<file path="config.mk">
export PLATFORM = sky130hd
export DESIGN_NAME = gpio_input_conditioner
export DESIGN_NICKNAME = d
export VERILOG_FILES = /design/src/rtl/gpio_input_conditioner.sv
export SDC_FILE = /design/constraint.sdc
export NUM_CORES = 1
export LEC_CHECK = 0
export CAP_MARGIN = 20
export CORE_MARGIN = 2
export CORE_UTILIZATION = 47
export CTS_CLUSTER_DIAMETER = 200
export DETAILED_ROUTE_END_ITERATION = 12
export GPL_TIMING_DRIVEN = 0
export PLACE_DENSITY = 0.8
export SLEW_MARGIN = 25
export SYNTH_ARGS = -nofsm -noshare
export SYNTH_HDL_FRONTEND = slang
export SYNTH_SLANG_ARGS = --single-unit
</file>
<file path="constraint.sdc">
create_clock -name clk -period 2.96 [get_ports clk]
set_input_delay 0.592 -clock clk [delete_from_list [all_inputs] [get_ports clk]]
set_output_delay 0.592 -clock clk [all_outputs]
set_load 0.02 [all_outputs]
</file>
<file path="src/rtl/gpio_input_conditioner.sv">
// gpio_input_conditioner: synchronises, debounces and edge-flags GPIO pins,
// and timestamps the latest accepted level change.
module gpio_input_conditioner #(
    parameter int N_CH       = 8,
    parameter int SAMPLE_DIV = 65536,
    parameter int DEBOUNCE   = 3,
    parameter int TS_W       = 32
) (
    input  logic            clk,
    input  logic            nrst,
    input  logic [N_CH-1:0] din,
    input  logic [N_CH-1:0] clr,
    input  logic [N_CH-1:0] irq_mask,
    output logic [N_CH-1:0] dout,
    output logic [N_CH-1:0] rise_evt,
    output logic [N_CH-1:0] fall_evt,
    output logic            irq,
    output logic [TS_W-1:0] timestamp,
    output logic [TS_W-1:0] last_ts,
    output logic            tick
);
    localparam int PW = $clog2(SAMPLE_DIV);
    localparam int CW = DEBOUNCE > 1 ? $clog2(DEBOUNCE) : 1;
    localparam logic [PW-1:0] PMAX = PW'(SAMPLE_DIV - 1);
    localparam logic [CW-1:0] CMAX = CW'(DEBOUNCE - 1);

    logic [N_CH-1:0]         s1_q, s2_q, dout_q, dout_d, rise_q, rise_d, fall_q, fall_d;
    logic [N_CH-1:0][CW-1:0] cnt_q, cnt_d;
    logic [PW-1:0]           pre_q, pre_d;
    logic [TS_W-1:0]         ts_q, ts_d, last_q, last_d;
    logic                    irq_q, irq_d;

    assign tick = pre_q == PMAX;

    always_comb begin
        pre_d = tick ? '0 : pre_q + 1'b1;
        ts_d  = ts_q + 1'b1;
        for (int i = 0; i < N_CH; i++) begin
            // a sample matching the stable level restarts the filter
            cnt_d[i]  = !tick ? cnt_q[i] :
                        (s2_q[i] == dout_q[i] || cnt_q[i] == CMAX) ? '0 : cnt_q[i] + 1'b1;
            dout_d[i] = tick && s2_q[i] != dout_q[i] && cnt_q[i] == CMAX ? s2_q[i] : dout_q[i];
        end
        rise_d = (rise_q & ~clr) | (dout_d & ~dout_q);
        fall_d = (fall_q & ~clr) | (~dout_d & dout_q);
        irq_d  = |((rise_q | fall_q) & ~irq_mask);
        last_d = dout_d != dout_q ? ts_d : last_q;
    end

    always_ff @(posedge clk or negedge nrst) begin
        if (!nrst) begin
            s1_q   <= '0;
            s2_q   <= '0;
            dout_q <= '0;
            rise_q <= '0;
            fall_q <= '0;
            cnt_q  <= '0;
            pre_q  <= '0;
            ts_q   <= '0;
            last_q <= '0;
            irq_q  <= 1'b0;
        end else begin
            s1_q   <= din;
            s2_q   <= s1_q;
            dout_q <= dout_d;
            rise_q <= rise_d;
            fall_q <= fall_d;
            cnt_q  <= cnt_d;
            pre_q  <= pre_d;
            ts_q   <= ts_d;
            last_q <= last_d;
            irq_q  <= irq_d;
        end
    end

    assign dout      = dout_q;
    assign rise_evt  = rise_q;
    assign fall_evt  = fall_q;
    assign irq       = irq_q;
    assign timestamp = ts_q;
    assign last_ts   = last_q;
endmodule
</file>
* After elaboration in Yosys (flattened, before gate mapping)
Cells that the tools add are included.
** Word-level totals
- Bits in registers :: 137
- Output and inout bits :: 90
** Cells by class
- Add/subtract/negate cells :: 10
- Equality and inequality tests :: 26
- Multiplexer cells :: 17
- Bitwise operators :: 12
- Reductions and logical operators :: 25
** Operators by type and width (number)
- $and 8x8->8 :: 5
- $add 32x1->32 const B :: 1
- $not 8->8 :: 4
- $or 8x8->8 :: 3
- $add 16x1->16 const B :: 1
- $add 2x1->2 const B :: 8
- $eq 16x16->1 const B :: 1
- $eq 2x2->1 const B :: 8
- $logic_and 1x1->1 :: 16
- $mux 16 :: 1
- $mux 2 :: 8
- $eq 1x1->1 :: 8
- $logic_or 1x1->1 :: 8
- $mux 1 :: 8
- $ne 1x1->1 :: 8
- $ne 8x8->1 :: 1
- $reduce_or 8->1 :: 1

* Logic depth before layout (Yosys ltp)
Gate-level depths: netlist (run 1).
- Word-level depth :: 7
- Gate-level depth with buffers :: 14
- Depth with buffers taken out :: 10

* Least setup slack after synthesis (run 1)
OpenSTA, ideal clock, no wires.
- Path kind :: register to register
- Start point :: register pre_q[0]
- End point :: register last_q[10], in the netlist last_ts[10]
- Setup time :: 0.125 ns
- Data arrival time :: 3.045 ns
- Data required time :: 2.835 ns
- Setup slack :: -0.209 ns
- Cell stages (with the launch flop) :: 14
- Period minus slack after synthesis :: 3.169 ns
- Cells stage by stage :: dfrtp_1 -> ha_1 -> nand2_1 -> or3_1 -> buf_2 -> nor2_2 -> buf_2 -> a31o_2 -> ha_1 -> nand4_1 -> or2_2 -> clkbuf_1 -> clkbuf_1 -> mux2_2
** On the way
- Word-level cells in the longest chain between the ends :: 5
** Ends and longest elaborated chain
- start: declaration :: line 29 : logic [PW-1:0] pre_q, pre_d;
- start signal: assignment :: line 69 : pre_q <= pre_d;
- $eq 16x16->1 :: line 33 : assign tick = pre_q == PMAX;
- $logic_and 1x1->1 (2 in series) :: line 42 : dout_d[i] = tick && s2_q[i] != dout_q[i] && cnt_q[i] == CMAX ? s2_q[i] : dout_q[i];
- $mux 1 :: line 42
- named net dout_d[5] :: line 27 : logic [N_CH-1:0] s1_q, s2_q, dout_q, dout_d, rise_q, rise_d, fall_q, fall_d;
- $ne 8x8->1 :: line 47 : last_d = dout_d != dout_q ? ts_d : last_q;
- end signal: assignment :: line 71 : last_q <= last_d;
- end: declaration :: line 30 : logic [TS_W-1:0] ts_q, ts_d, last_q, last_d;
The timed path passes the listed nets, and every way through them passes these cells.
A chain may end at the register's enable or synchronous reset.

* Worst setup path after layout (run 1)
- Start point :: register pre_q[1]
- End point :: output tick
** On the way
- Word-level cells in the longest chain between the ends :: 1
** Ends and longest elaborated chain
- $eq 16x16->1 :: line 33
- end: declaration :: line 20 : output logic tick
No other way between the ends.

==> reports/metrics.yaml, run 1 <==
start_util: 0.481
grtUsageTotal: 0.217
num_antenna_cells: 0
gp_congestion: 0.791
ys_types: 44
endpoint_kind: "primary output"
min_period_ns: 2.88
post_drt_wl_per_cell_microns: 16.9
synth.avg_cell_area_sq_um: 11.1
synth.cell_area_sq_um: 6070
netlist_top_cells_area: "dfrtp_1, ha_1, a31oi_1, nand2_1, nor2_1"
rows: 41
viasPerCell: 5.50
tightest_slew_ns: 0.968
ys_seq_elements: 137
status: "completed"
yosysTopAreaCell: "dfrtp_1"
setup_viol: 0
ir_drop_uv: 377
slowest_stage: "dfrtp_1"
post-place-ws_ns: -0.537
critical_path_class: "reg -> out"
grt_overflow: 0
hold_path_class: "in -> async"
cts_root_buffer: "clkbuf_16"
ys_seq_area_frac: 0.564
htreeDepth: 4
grt_pass1_vias: 4794
io_pins: 116
final_common_cell: "dfrtp_1"
area_delta_synth_final_pct: 35.7
cts_hold_buffers: 0
syn-num-nets: 598
first_pass_iters: 5
core_area_sq_um: 12600
power_leakage_nw: 3.83
synth_top_area_frac: 0.564
fin_ws_ns: 0.0819
dieArea_sq_um: 13800
cap_violations: 0
crit_fanout: 10
crit_family: "buffers and inverters"
dpl.hpwl_microns: 10500
wirelength_microns: 14800
place_area_sq_um: 7480
numCtsBuffers: 17
pwr_density_cell_nw_per_um2: 491
synthCells: 546
path_clk_slew_ns: 0.05
final_area_sq_um: 8240
yosysWarnings: 0
cp_num_buf_inv: 3
cp_cell_sequence: "ha_4, nand2_2, or3_1, buf_6, nor2_4, buf_4, clkdlybuf4s15_2"
clock_skew_ns: 0.00786
min_period_over_period: 0.972
first_iter_violations: 264
cp_slowest_stage_delay_ns: 0.40
cts.sinks: 137
cts_buffer_depth: 2
final_nets: 745
drc: 0
met2_length_microns: 7300
report.final.hold_viol_count: 0
cts_tree: "built"
vias: 4820
die_h_microns: 118
drive_gt1_frac: 0.136
fin_util: 0.653
wl_met1_microns: 5980
max_freq_ghz: 0.347
finalPower_mw: 4.05
grt_pass1_wl_microns: 23900
slew_viol_final: 0
crit_arrival_ns: 2.29
slew_headroom: 0.349
met3_length_microns: 1220
die_w_microns: 118
cp-start-kind: "register"
insertion_delay_ns: 0.42
worstPathRequired_ns: 2.37
layout_common_cells: "dfrtp_1, clkdlybuf4s50_1, nor2_1"
grt_max_degree: 89
top_layer: "met4"
antenna_found_initial: 0
antenna_left: 0
portBuffers: 115
metal layers:
layer | vias up | global-route usage
met4 | 0 | 0.0979
met2 | 184 | 0.353
met1 | 2332 | 0.257
met5 | - | 0
li1 | 2268 | -
met3 | 36 | 0.0790
path summary, 6_finish.rpt:
path	from	to	slack, ns	depth (start not counted)
max	pre_q[1]	tick	0.08	7
min	nrst	fall_evt[6]	0.08	1
max reg2reg	pre_q[1]	last_ts[6]	0.09	12
min reg2reg	s1_q[2]	s2_q[2]	0.35	0
max in group asynchronous	nrst	last_ts[15]	2.15	2
min in group clk	s1_q[2]	s2_q[2]	0.35	0
cell usage after synthesis, drive strengths merged:
| master | n |
|---|---|
| nand4 | 19 |
| or4 | 4 |
| buf | 7 |
| nand4b | 1 |
| o41ai | 8 |
| or3 | 8 |
| or2 | 1 |
| clkbuf | 11 |
| or4b | 3 |
| and2 | 3 |
| a21oi | 1 |
| and4 | 4 |
| o21bai | 8 |
| ha | 26 |
| nor3 | 5 |
| and3 | 7 |
| inv | 30 |
| dfrtp | 137 |
| nand2b | 8 |
| nor4 | 14 |
| nor2b | 1 |
| nand3 | 20 |
| o21ai | 17 |
| nand2 | 41 |
| o31ai | 7 |
| o21a | 1 |
| nor2 | 42 |
| xnor2 | 17 |
| xor2 | 15 |
| o22ai | 4 |
| mux2 | 12 |
| a31oi | 35 |
| a21o | 16 |
| nand3b | 1 |
| a31o | 12 |
stage by stage:
stage / setup TNS [ns] / std cells / hold slack, ns
2_1_floorplan: 0 / 546 / 0.296
3_3_place_gp: -540.13 / 833 / 0.336
3_5_place_dp: -13.92 / 834 / 0.336
4_1_cts: 0 / 867 / 0.0820
5_1_grt: -0.643 / 876 / 0.0958
6_report: 0 / 876 / 0.0772
where the power goes:
part	internal (mW)	total, mW	switching (mW)
clock network	1.31	2.07	0.755
registers	1.89	1.89	0.00746
logic	0.0380	0.0857	0.0477
cell type report:
type                    count  area, sq um
inverters                  30          113
flip-flops and latches    137         3430
fillers                   984         4380
repair buffers            129         1300
well taps                 172          215
plain buffers              17          109
multi-input cells         361         2500
clock inverters             8         95.1
clock buffers              22          484
flip-flops by register name, summed over array words and instances (netlist names), 8 cells and up:
| signal | flops |
|---|---|
| pre_q | 16 |
| fall_evt | 8 |
| dout | 8 |
| rise_evt | 8 |
| s1_q | 8 |
| s2_q | 8 |
| timestamp | 32 |
| cnt_q | 16 |
| last_ts | 32 |
cell families (layout without fill, tap and decap cells):
kind of cell	after synthesis	in the layout	share of synthesized area
fa+ha+maj	26	26	0.0536
flops	137	137	0.564
mux	12	12	0.0222
compound gates	109	109	0.123
buf+inv	48	206	0.0309
simple gates	182	182	0.159
xor+xnor	32	32	0.0461
timing repair:
item	4_1_cts	5_1_grt
setup endpoints to repair	33	32
pin swaps	1	6
buffers inserted	4	7
gates resized for setup	14	17
gates cloned	0	2
No activity file was read; power rests on OpenSTA's default activity.
==> run 2, diff against run 1 <==
CORE_ASPECT_RATIO = 2   (was unset)
CTS_CLUSTER_SIZE = 40   (was unset)
HOLD_SLACK_MARGIN = 0.1   (was unset)
==> run 2 against run 1 <==
Compared with the run above:
- final cell count fell by 1.5%
- fmax fell by 1.7%
- via count rose by 3.7%
- non-clock buffer count rose by 7
- critical path type is now reg -> reg
- clock power rose by 13%
- sequential power barely moved
- register-to-register slack got worse by 0.06 ns
==> reports/metrics.yaml, run 2 (synthesis gave the netlist of run 1 again) <==
htreeDepth: 4
fin_ws_ns: 0.0315
grtUsageTotal: 0.231
min_period_over_period: 0.989
ir_drop_uv: 438
grt_max_degree: 93
max_freq_ghz: 0.341
clock_skew_ns: 0.0146
status: "completed"
crit_fanout: 8
fin_util: 0.663
cp-start-kind: "register"
critical_path_class: "reg -> reg"
final_common_cell: "dfrtp_1"
slew_headroom: 0.482
p_switching_uw: 884
place_area_sq_um: 7460
num_antenna_cells: 0
min_path_cells: 0
fillCellCount: 933
numCtsBuffers: 17
report.final.hold_viol_count: 0
cts_tree: "built"
final_area_sq_um: 8370
pwr-share-clk: 0.541
viasPerCell: 5.79
dieArea_sq_um: 13900
io_pins: 116
dpl.hpwl_microns: 11200
first_pass_iters: 5
antenna_left: 0
post-place-ws_ns: -0.643
rows: 58
path_clk_slew_ns: 0.06
pwr-share-seq: 0.439
die_h_microns: 165
pwr_density_cell_nw_per_um2: 515
post_drt_wl_per_cell_microns: 18.7
tightest_slew_ns: 0.770
setup_viol: 0
min_period_ns: 2.93
cts_buffer_depth: 2
area_delta_synth_final_pct: 37.8
first_iter_violations: 285
cts_root_buffer: "clkbuf_16"
final_nets: 752
insertion_delay_ns: 0.42
portBuffers: 115
grt_overflow: 0
internal_power_mw: 3.43
cap_violations: 0
endpoint_kind: "register"
vias: 4996
grt_pass1_vias: 5087
start_util: 0.481
drc: 0
drive_gt1_frac: 0.146
core_area_sq_um: 12600
worstPathRequired_ns: 3.26
cts.sinks: 137
antenna_found_initial: 0
fin_tns_setup_ns: 0
combinationalPowerShare: 0.020
p_sw_frac: 0.205
layout_common_cells: "dfrtp_1, clkdlybuf4s50_1, nand2_1, nor2_1, a31oi_1"
wirelength_microns: 16200
die_w_microns: 84.4
r2r_cells: 12
slew_viol_final: 0
grt_pass1_wl_microns: 25100
power_leakage_nw: 3.92
crit_arrival_ns: 3.23
hold_path_class: "reg -> reg"
gp_congestion: 0.895
## run 2: final cells by class
class,count,area (sq um),area share
flip-flops and latches,137,3430,0.410
well taps,150,188,0.0224
repair buffers,136,1370,0.163
clock inverters,13,215,0.0257
plain buffers,17,109,0.0130
clock buffers,19,433,0.0517
multi-input cells,361,2510,0.300
inverters,30,113,0.0135
## run 2: power groups by stage
stage          Combinational [mW]  Sequential (mW)  Clock (mW)
5_1_grt                    0.0991             1.89        2.44
3_5_place_dp               0.0876             1.93           0
6_report                   0.0865             1.89        2.33
2_1_floorplan              0.0106             1.92           0
4_1_cts                    0.0895             1.89        2.35
3_3_place_gp               0.0795             1.93           0
## run 2: stage by stage
| step | cells | power [mW] | hold WS (ns) |
|---|---|---|---|
| CTS | 849 | 4.33 | 0.344 |
| detailed placement | 812 | 2.01 | 0.337 |
| global route | 863 | 4.43 | 0.353 |
| global placement | 811 | 2.01 | 0.332 |
| floorplan | 546 | 1.93 | 0.296 |
| finish | 863 | 4.31 | 0.340 |
## run 2: worst max-delay path: stages (launching register included)
cell,delay [ns]
dfrtp_1,0.40
ha_4,0.16
nand2_2,0.08
or3_4,0.38
buf_6,0.15
nor2_4,0.17
clkbuf_4,0.23
a31o_2,0.18
ha_1,0.24
nand4_1,0.10
or2_4,0.20
clkbuf_16,0.17
mux2_2,0.34
## run 2: path summary, 6_finish.rpt
path	slack [ns]	endpoint	startpoint
max	0.03	last_ts[3]	pre_q[1]
min	0.34	s2_q[7]	s1_q[7]
max reg2reg	0.03	last_ts[3]	pre_q[1]
min reg2reg	0.34	s2_q[7]	s1_q[7]
max in group asynchronous	1.52	pre_q[3]	nrst
min in group asynchronous	0.65	timestamp[6]	nrst
## run 2: metal layers
layer,track usage,vias to the layer above,wire (microns)
li1,-,2278,-
met1,0.226,2453,5380
met2,0.442,213,9160
met3,0.0565,52,1000
met4,0.117,0,620
met5,0,-,0
## run 2: repair_timing
item / 4_1_cts / 5_1_grt
gates cloned: 0 / 2
setup buffers: 5 / 12
resized for setup: 16 / 18
hold buffers: 1 / 0
endpoints found under the setup margin: 33 / 33
hold endpoints to repair: 45 / 0
pin swaps: 2 / 7
==> run 3, diff against run 2 <==
CORE_UTILIZATION = 49   (was 47)
CTS_BUF_LIST = sky130_fd_sc_hd__clkbuf_2 sky130_fd_sc_hd__clkbuf_4 sky130_fd_sc_hd__clkbuf_8   (was unset)
PLACE_DENSITY = 0.83   (was 0.8)
==> run 3 against run 2 <==
Compared with the run above:
- global-route usage grew 2.7 points
- fmax grew 0.66%
- final area shrank 2.5%
- critical endpoint is now last_ts[4]
- setup slack gained 0.019 ns
- hold slack gained 0.0038 ns
==> reports/metrics.yaml, run 3 (synthesis gave the netlist of run 1 again) <==
tightest_slew_ns: 0.720
insertion_delay_ns: 0.44
clock_skew_ns: 0.0119
first_iter_violations: 259
first_pass_iters: 5
grt_pass1_vias: 5458
dpl.hpwl_microns: 11700
post-place-ws_ns: -0.646
ir_drop_uv: 329
grt_overflow: 0
status: "completed"
die_h_microns: 161
numCtsBuffers: 17
drive_gt1_frac: 0.152
grt_pass1_wl_microns: 26100
cts.sinks: 137
max_freq_ghz: 0.344
io_pins: 116
min_period_over_period: 0.983
setup_viol: 0
wirelength_microns: 16600
path_clk_slew_ns: 0.08
vias: 5082
min_period_ns: 2.91
endpoint_kind: "register"
pwr_density_cell_nw_per_um2: 440
layout_common_cells: "dfrtp_1, clkdlybuf4s50_1, nand2_1, nor2_1, a31oi_1"
start_util: 0.501
final_common_cell: "dfrtp_1"
critical_path_class: "reg -> reg"
rows: 57
gp_congestion: 0.891
fin_ws_ns: 0.0507
portBuffers: 115
dieArea_sq_um: 13400
fin_tns_setup_ns: 0
fillCellCount: 892
crit_arrival_ns: 3.24
slew_headroom: 0.516
worstPathRequired_ns: 3.29
grt_max_degree: 99
cts_root_buffer: "clkbuf_8"
htreeDepth: 4
slew_viol_final: 0
die_w_microns: 82.7
drc: 0
core_area_sq_um: 12100
post_drt_wl_per_cell_microns: 19.3
cp-start-kind: "register"
hold_path_class: "reg -> reg"
viasPerCell: 5.89
cap_violations: 0
antenna_left: 0
cts_tree: "built"
cts_buffer_depth: 2
final_nets: 755
area_delta_synth_final_pct: 34.4
power_leakage_nw: 3.82
crit_fanout: 8
grtUsageTotal: 0.258
report.final.hold_viol_count: 0
num_antenna_cells: 0
antenna_found_initial: 0
## run 3: cell types whose count changed in the layout (fill, tap and decap cells not counted), sizes merged
cell / change
bufinv: -2
buf: +7
clkinvlp: +3
clkinv: +2
clkbuf: -5
inv: -2
## run 3: critical path, stage by stage (launching register included)
cell and delay, ns:
dfrtp_1 0.40, ha_4 0.16, nand2_2 0.08, or3_1 0.35, buf_4 0.18, nor2_4 0.20
buf_6 0.17, a31o_2 0.20, ha_4 0.16, nand4_1 0.12, or2_4 0.34, clkbuf_16 0.18
mux2_2 0.27
## run 3: metrics by stage
stage | instances | total power [mW] | util | cell area, sq um | hold slack (ns)
finish | 863 | 3.59 | 0.673 | 8160 | 0.344
global route | 863 | 3.71 | 0.673 | 8160 | 0.355
CTS | 853 | 3.62 | 0.663 | 8040 | 0.346
detailed placement | 809 | 2.01 | 0.615 | 7450 | 0.335
global placement | 808 | 2.01 | 0.612 | 7420 | 0.333
floorplan | 546 | 1.93 | - | 6090 | 0.296
## run 3: path summary, 6_finish.rpt
path | from | endpoint | slack, ns | cells after the start
setup / recovery | pre_q[1] | last_ts[4] | 0.05 | 12
hold / removal | s1_q[5] | s2_q[5] | 0.34 | 0
setup reg to reg | pre_q[1] | last_ts[4] | 0.05 | 12
hold reg to reg | s1_q[5] | s2_q[5] | 0.34 | 0
max in group asynchronous | nrst | pre_q[3] | 1.55 | 3
min in group asynchronous | nrst | last_ts[3] | 0.62 | 2
## run 3: layout make-up
cell class / instances / area (sq um) / share of cell area
flip-flops and latches: 137 / 3430 / 0.420
multi-input cells: 361 / 2520 / 0.309
repair buffers: 139 / 1390 / 0.170
clock buffers: 18 / 248 / 0.0304
well taps: 147 / 184 / 0.0225
clock inverters: 14 / 174 / 0.0213
inverters: 30 / 113 / 0.0138
plain buffers: 17 / 103 / 0.0126
## run 3: what timing repair did
| item | CTS | global route |
|---|---|---|
| hold buffers | 1 | 0 |
| hold endpoints to repair | 39 | 0 |
| buffers inserted | 11 | 9 |
| cloned | 1 | 1 |
| pin swaps | 4 | 5 |
| gates resized for setup | 20 | 12 |
| setup endpoints to repair | 33 | 33 |
## run 3: routing by layer
| metal | vias to the layer above | GRT usage | part of all wire |
|---|---|---|---|
| li1 | 2284 | - | - |
| met1 | 2494 | 0.243 | 0.33 |
| met2 | 248 | 0.471 | 0.56 |
| met3 | 56 | 0.0648 | 0.067 |
| met4 | 0 | 0.157 | 0.045 |
| met5 | - | 0 | 0 |
## run 3: where the power goes
part	total, mW	switching, mW	internal (mW)
clock	1.61	0.755	0.859
combinational	0.0874	0.0486	0.0388
sequential	1.89	0.00798	1.88
total	3.59	0.812	2.78
